===== config.mk =====
export PLATFORM = sky130hd
export DESIGN_NAME = swd_xfer_seq
export DESIGN_NICKNAME = d
export VERILOG_FILES = /design/src/rtl/swd_pkg.sv /design/src/rtl/swd_xfer_seq.sv
export SDC_FILE = /design/constraint.sdc
export NUM_CORES = 1
export LEC_CHECK = 0
export CORE_ASPECT_RATIO = 1.4
export CORE_MARGIN = 3
export CORE_UTILIZATION = 46
export DETAILED_ROUTE_END_ITERATION = 16
export PLACE_DENSITY = 0.92
export SLEW_MARGIN = 0
export SYNTH_ARGS = -nofsm -noshare
export SYNTH_HDL_FRONTEND = slang
export SYNTH_SLANG_ARGS = --single-unit

===== constraint.sdc =====
create_clock -name clk -period 2.7 [get_ports clk]
set_input_delay 0.405 -clock clk [delete_from_list [all_inputs] [get_ports clk]]
set_output_delay 0.405 -clock clk [all_outputs]
set_load 0.01 [all_outputs]

===== src/rtl/swd_pkg.sv =====
// Shared SWD transaction constants: ack encodings, response status codes and
// the sequencer state encoding.
package swd_pkg;

  localparam logic [2:0] ACK_OK    = 3'b001;
  localparam logic [2:0] ACK_WAIT  = 3'b010;
  localparam logic [2:0] ACK_FAULT = 3'b100;

  localparam logic [1:0] STATUS_OK    = 2'd0;
  localparam logic [1:0] STATUS_WAIT  = 2'd1;
  localparam logic [1:0] STATUS_FAULT = 2'd2;
  localparam logic [1:0] STATUS_ERR   = 2'd3;

  localparam logic [1:0] RDBUFF_ADDR = 2'b11;

  typedef enum logic [2:0] {
    S_IDLE,
    S_LAUNCH,
    S_RUN,
    S_EVAL,
    S_BACKOFF,
    S_RESP
  } state_t;

endpackage


===== src/rtl/swd_xfer_seq.sv =====
// DAP command sequencer in front of swdIF: one command at a time, WAIT retry
// with fixed backoff, optional RDBUFF follow-up for posted AP reads.
module swd_xfer_seq
  import swd_pkg::*;
#(
  parameter int MAX_RETRY   = 8,
  parameter int BACKOFF     = 16,
  parameter int RDBUFF_AUTO = 1
) (
  input  logic                           clk,
  input  logic                           rst,
  input  logic                           cmd_valid,
  output logic                           cmd_ready,
  input  logic [1:0]                     cmd_addr32,
  input  logic                           cmd_rnw,
  input  logic                           cmd_apndp,
  input  logic [31:0]                    cmd_wdata,
  output logic                           rsp_valid,
  input  logic                           rsp_ready,
  output logic [31:0]                    rsp_rdata,
  output logic [2:0]                     rsp_ack,
  output logic                           rsp_perr,
  output logic [$clog2(MAX_RETRY+1)-1:0] rsp_retries,
  output logic [1:0]                     rsp_status,
  output logic                           swd_go,
  output logic [1:0]                     swd_addr32,
  output logic                           swd_rnw,
  output logic                           swd_apndp,
  output logic [31:0]                    swd_dwrite,
  input  logic                           swd_done,
  input  logic [2:0]                     swd_ack,
  input  logic [31:0]                    swd_dread,
  input  logic                           swd_perr
);

  localparam int RW = $clog2(MAX_RETRY + 1);
  localparam int BW = (BACKOFF > 1) ? $clog2(BACKOFF) : 1;
  localparam logic [RW-1:0] RETRY_MAX = RW'(MAX_RETRY);

  function automatic logic [RW-1:0] sat_inc(input logic [RW-1:0] v);
    return (v == RETRY_MAX) ? v : v + 1'b1;
  endfunction

  state_t          state_q, state_d;
  logic [RW-1:0]   retries_q;
  logic            phase_q;
  logic [BW-1:0]   bo_q;
  logic            ready_q;

  state_t          ev_next;
  logic [1:0]      ev_status;
  logic            ev_retry;
  logic            ev_rdbuff;
  logic            cmd_fire;

  assign swd_go    = (state_q == S_LAUNCH);
  assign rsp_valid = (state_q == S_RESP);
  // ready_q masks cmd_ready for the first cycle out of reset
  assign cmd_ready = ready_q && (state_q == S_IDLE) && swd_done && !rsp_valid;
  assign cmd_fire  = cmd_valid && cmd_ready;

  always_comb begin
    ev_next   = S_RESP;
    ev_status = STATUS_OK;
    ev_retry  = 1'b0;
    ev_rdbuff = 1'b0;
    if (swd_perr) begin
      ev_status = STATUS_ERR;
    end else if (swd_ack == ACK_WAIT) begin
      if (retries_q < RETRY_MAX) begin
        ev_retry = 1'b1;
        ev_next  = S_BACKOFF;
      end else begin
        ev_status = STATUS_WAIT;
      end
    end else if (swd_ack == ACK_FAULT) begin
      ev_status = STATUS_FAULT;
    end else if (swd_ack != ACK_OK) begin
      ev_status = STATUS_ERR;
    end else if ((RDBUFF_AUTO != 0) && swd_apndp && swd_rnw && !phase_q) begin
      ev_rdbuff = 1'b1;
      ev_next   = S_LAUNCH;
    end
  end

  always_comb begin
    state_d = state_q;
    case (state_q)
      S_IDLE:    if (cmd_fire) state_d = S_LAUNCH;
      S_LAUNCH:  if (!swd_done) state_d = S_RUN;
      S_RUN:     if (swd_done) state_d = S_EVAL;
      S_EVAL:    state_d = ev_next;
      S_BACKOFF: if (bo_q == '0) state_d = S_LAUNCH;
      S_RESP:    if (rsp_ready) state_d = S_IDLE;
      default:   state_d = S_IDLE;
    endcase
  end

  always_ff @(posedge clk or negedge rst) begin
    if (!rst) begin
      state_q     <= S_IDLE;
      ready_q     <= 1'b0;
      retries_q   <= '0;
      phase_q     <= 1'b0;
      bo_q        <= '0;
      swd_addr32  <= '0;
      swd_rnw     <= 1'b0;
      swd_apndp   <= 1'b0;
      swd_dwrite  <= '0;
      rsp_rdata   <= '0;
      rsp_ack     <= '0;
      rsp_perr    <= 1'b0;
      rsp_retries <= '0;
      rsp_status  <= '0;
    end else begin
      state_q <= state_d;
      ready_q <= 1'b1;
      case (state_q)
        S_IDLE: begin
          if (cmd_fire) begin
            swd_addr32 <= cmd_addr32;
            swd_rnw    <= cmd_rnw;
            swd_apndp  <= cmd_apndp;
            swd_dwrite <= cmd_wdata;
            retries_q  <= '0;
            phase_q    <= 1'b0;
          end
        end
        S_EVAL: begin
          rsp_ack     <= swd_ack;
          rsp_perr    <= swd_perr;
          rsp_rdata   <= swd_rnw ? swd_dread : '0;
          rsp_status  <= ev_status;
          rsp_retries <= retries_q;
          bo_q        <= BW'(BACKOFF - 1);
          if (ev_retry) retries_q <= sat_inc(retries_q);
          if (ev_rdbuff) begin
            phase_q    <= 1'b1;
            swd_addr32 <= RDBUFF_ADDR;
            swd_apndp  <= 1'b0;
            swd_rnw    <= 1'b1;
          end
        end
        S_BACKOFF: if (bo_q != '0) bo_q <= bo_q - 1'b1;
        default: ;
      endcase
    end
  end

endmodule


==> metrics <==
status=finished, final reports clean; initial DRC count=~140; xor and xnor area share after synthesis=less than 1%; initial antenna violation count=0; IO buf count=roughly 160; CP max FO=12; global-route wire length before repair=~17000 µm; total number of vias=~3400; flops & latches, synth=91; clock sinks=91; Filler cells=between 500 and 600; Max Freq=440 MHz; routability cong.=between 0.7 and 0.8; CTS root buf=clkbuf_8; Starting Density=about half; Sw Share=35.5%; Startpoint Class=flop; worst skew pair latency=about 0.35 ns; combinational power share=between 40 and 50%; CTS max path bufs=2; CTS Hold Bufs=0; CP Class=flop to primary output; Worst Skew=approximately 0.015 ns; Final ANT Viol Nets=0; post-synthesis sequential area ratio=59.3%; Die W=around 83 µm; proportion of synthesized area in mux cells=under 10%; worst-margin pin slew=0.592 ns; sum of negative setup slack=0 ns; largest net degree at the start of global routing=47; Via density=around 5; cts repair resizes=0; Worst setup EP type=primary output; Cell variety after synth=45; DR pass1 iterations=4; GR Util All Layers=22.2%; Power Density=~980 nW/µm²; Die Y=between 100 and 150 µm; share of layout cells above drive strength 1=5.58%; Seq pwr share=41.1%; diode count=0; Clk pwr share=15.8%; crit path time final=between 2 and 2.5 ns; Worst-path clk slew=around 0.09 ns; Placed Area=5480 µm²; CORE AREA=around 7900 µm²; Power Internal=between 0.003 and 0.004 W; yosys warns=0; Critical Path RT=approximately 2.3 ns; H-tree Lvls=3; Post-Synth Simple-Gate Area=between 20% and 30%; Nets=roughly 650; Compound-Gate Fraction of Synth Area=under 10%; Synth Area in Adders=0.977%; count of pins over their slew limit=0; Core Rows=38; Avg Synthesized Cell Area=slightly above 9 µm²; Net Sw Power=0.00197 W; area grow syn2layout=47.7%; largest family of logic cells by synthesized area=simple AND/OR/NAND/NOR gates; max-cap violations=0; Final Cycle Share=a little over four fifths; I/O pin total=about 160; synthesized instance count=417; detailed placement HPWL=between 7000 and 8000 µm; final WL=approximately 10000 µm; vias in the first global route=3539; TritonCTS Buffers=9; endpoints failing hold=0; Rel. slew slack=between 60% and 70%; DRC=0; grt total ovfl=0; wire length per cell=approximately 15 µm; arrival time worst endpoint=about 1.9 ns; VDD IR-drop max=0.590 mV; Leak=roughly 2.8 nW; Synth Net Count=between 400 and 500; design area=5670 µm²; mapped cell area=roughly 3800 µm²; die area=around 9500 µm²; final setup vio count=0; worst min path class=input pin to asynchronous set/reset pin; RSZ-0062 raised after global routing=no; CTS tree=done; Setup Fix Bufs, Post-CTS=0
worst max-delay path, cell delays in order (launching register included):
cell and delay [ns]:
dfrtp_1 0.58, and2b_1 0.23, nand2_1 0.11, inv_1 0.08
clkdlybuf4s50_1 0.53
power by group through the flow:
stage	sequential (W)	clock, W	combinational [W]
finish	0.00228	0.000874	0.00239
global route	0.00235	0.000945	0.00261
CTS	0.00228	0.000895	0.00243
detailed placement	0.00230	0	0.00242
global placement	0.00227	0	0.00233
floorplan	0.00242	0	0.000902
sequential cells by signal (all words and copies together) (netlist names), 2 cells and up:
| register | flops |
|---|---|
| swd_addr32 | 2 |
| state_q | 3 |
| retries_q | 4 |
| bo_q | 4 |
| swd_dwrite | 32 |
| rsp_rdata | 32 |
| rsp_retries | 4 |
| rsp_status | 2 |
| rsp_ack | 3 |
metrics by stage:
stage	setup WS (ns)	cells	total power [W]	hold WS [ns]	util, %
floorplan	1.09	417	0.00332	0.109	-
global placement	0.617	657	0.00460	0.445	69.1
detailed placement	0.577	657	0.00472	0.451	69.1
CTS	0.387	673	0.00560	0.0586	71.5
global route	0.302	673	0.00591	0.0717	71.5
finish	0.427	673	0.00555	0.0473	71.5
metal layers:
layer | global-route usage [%] | up-vias | wire length (µm)
li1 | - | 1637 | -
met1 | 25.4 | 1602 | 3900
met4 | 12.8 | 0 | 408
met5 | 0 | - | 0
met3 | 4.10 | 30 | 557
met2 | 39.0 | 122 | 5350
final timing paths:
| path | from | to | slack (ns) | cells after the start |
|---|---|---|---|---|
| max | state_q[0]$_DFFE_PN0P_ | rsp_valid | 0.43 | 4 |
| min | rst | bo_q[3]$_DFFE_PN0P_ | 0.05 | 1 |
| max reg2reg | state_q[2]$_DFFE_PN0P_ | swd_dwrite[30]$_DFFE_PN0P_ | 0.85 | 5 |
| min reg2reg | rsp_rdata[21]$_DFFE_PN0P_ | rsp_rdata[21]$_DFFE_PN0P_ | 0.47 | 2 |
| max in group asynchronous | rst | swd_dwrite[14]$_DFFE_PN0P_ | 2.00 | 2 |
| min in group clk | rsp_rdata[21]$_DFFE_PN0P_ | rsp_rdata[21]$_DFFE_PN0P_ | 0.47 | 2 |
kinds of logic after synthesis:
| group | count (synthesis) |
|---|---|
| muxes | 5 |
| AOI/OAI and AO/OA | 23 |
| other | 1 |
| buffers and inverters | 32 |
| and+or+nand+nor | 259 |
| DFF | 91 |
| adders and majority gates | 3 |
| xor gates and xnor gates | 3 |
synth_stat cells:
library cell | n | area, µm²
nor2_4 | 1 | 11.3
buf_2 | 12 | 60.1
mux2i_1 | 3 | 30.0
or2_4 | 1 | 8.76
dfrtp_1 | 91 | 2280
and2_1 | 3 | 18.8
nand3_1 | 38 | 190
xor2_1 | 1 | 8.76
a32o_1 | 1 | 10.0
a21oi_1 | 4 | 20.0
and3b_1 | 1 | 8.76
o32a_1 | 1 | 10.0
xnor2_1 | 2 | 17.5
nand2b_1 | 2 | 12.5
nand3b_1 | 2 | 15.0
mux2_2 | 2 | 22.5
buf_1 | 1 | 3.75
o311ai_4 | 1 | 26.3
a21bo_2 | 1 | 10.0
ha_1 | 3 | 37.5
o21ai_0 | 5 | 25.0
a21o_1 | 1 | 7.51
nor3_1 | 2 | 10.0
o21ba_2 | 1 | 10.0
clkbuf_1 | 8 | 30.0
and2b_1 | 1 | 7.51
buf_4 | 3 | 22.5
o221ai_1 | 2 | 17.5
nand4b_1 | 1 | 8.76
nor2b_1 | 2 | 12.5
a41oi_1 | 1 | 8.76
and3_1 | 1 | 6.26
o22ai_1 | 1 | 6.26
o2111ai_1 | 1 | 8.76
nand2_1 | 192 | 721
nor2_1 | 8 | 30.0
o211ai_1 | 1 | 7.51
nand4_2 | 1 | 12.5
a211oi_1 | 1 | 7.51
nor4b_4 | 1 | 23.8
conb_1 | 1 | 3.75
nor3b_1 | 1 | 7.51
and4_1 | 1 | 8.76
inv_1 | 8 | 30.0
a22o_1 | 1 | 8.76
cell usage in the layout, fill, tap and decap left out, drive strengths merged, types with 4 or more instances in the layout:
cell type      Yosys  layout
a21oi              4       4
buf               16       8
clkbuf             8      13
clkdlybuf4s50      0     156
dfrtp             91      91
inv                8       8
nand2            192     192
nand3             38      38
nor2               9       9
o21ai              5       5
cell type report:
cell class                 count  area [µm²]  share of cell area [%]
tap                          100         125                    2.21
clock buffer                  13         169                    2.98
timing repair buffer         164        1630                    28.8
sequential                    91        2280                    40.1
clock inverter                 3        21.3                   0.375
inverter                       8        30.0                   0.529
multi-input combinational    294        1420                    25.0
Power figures use the tool's default switching activity.
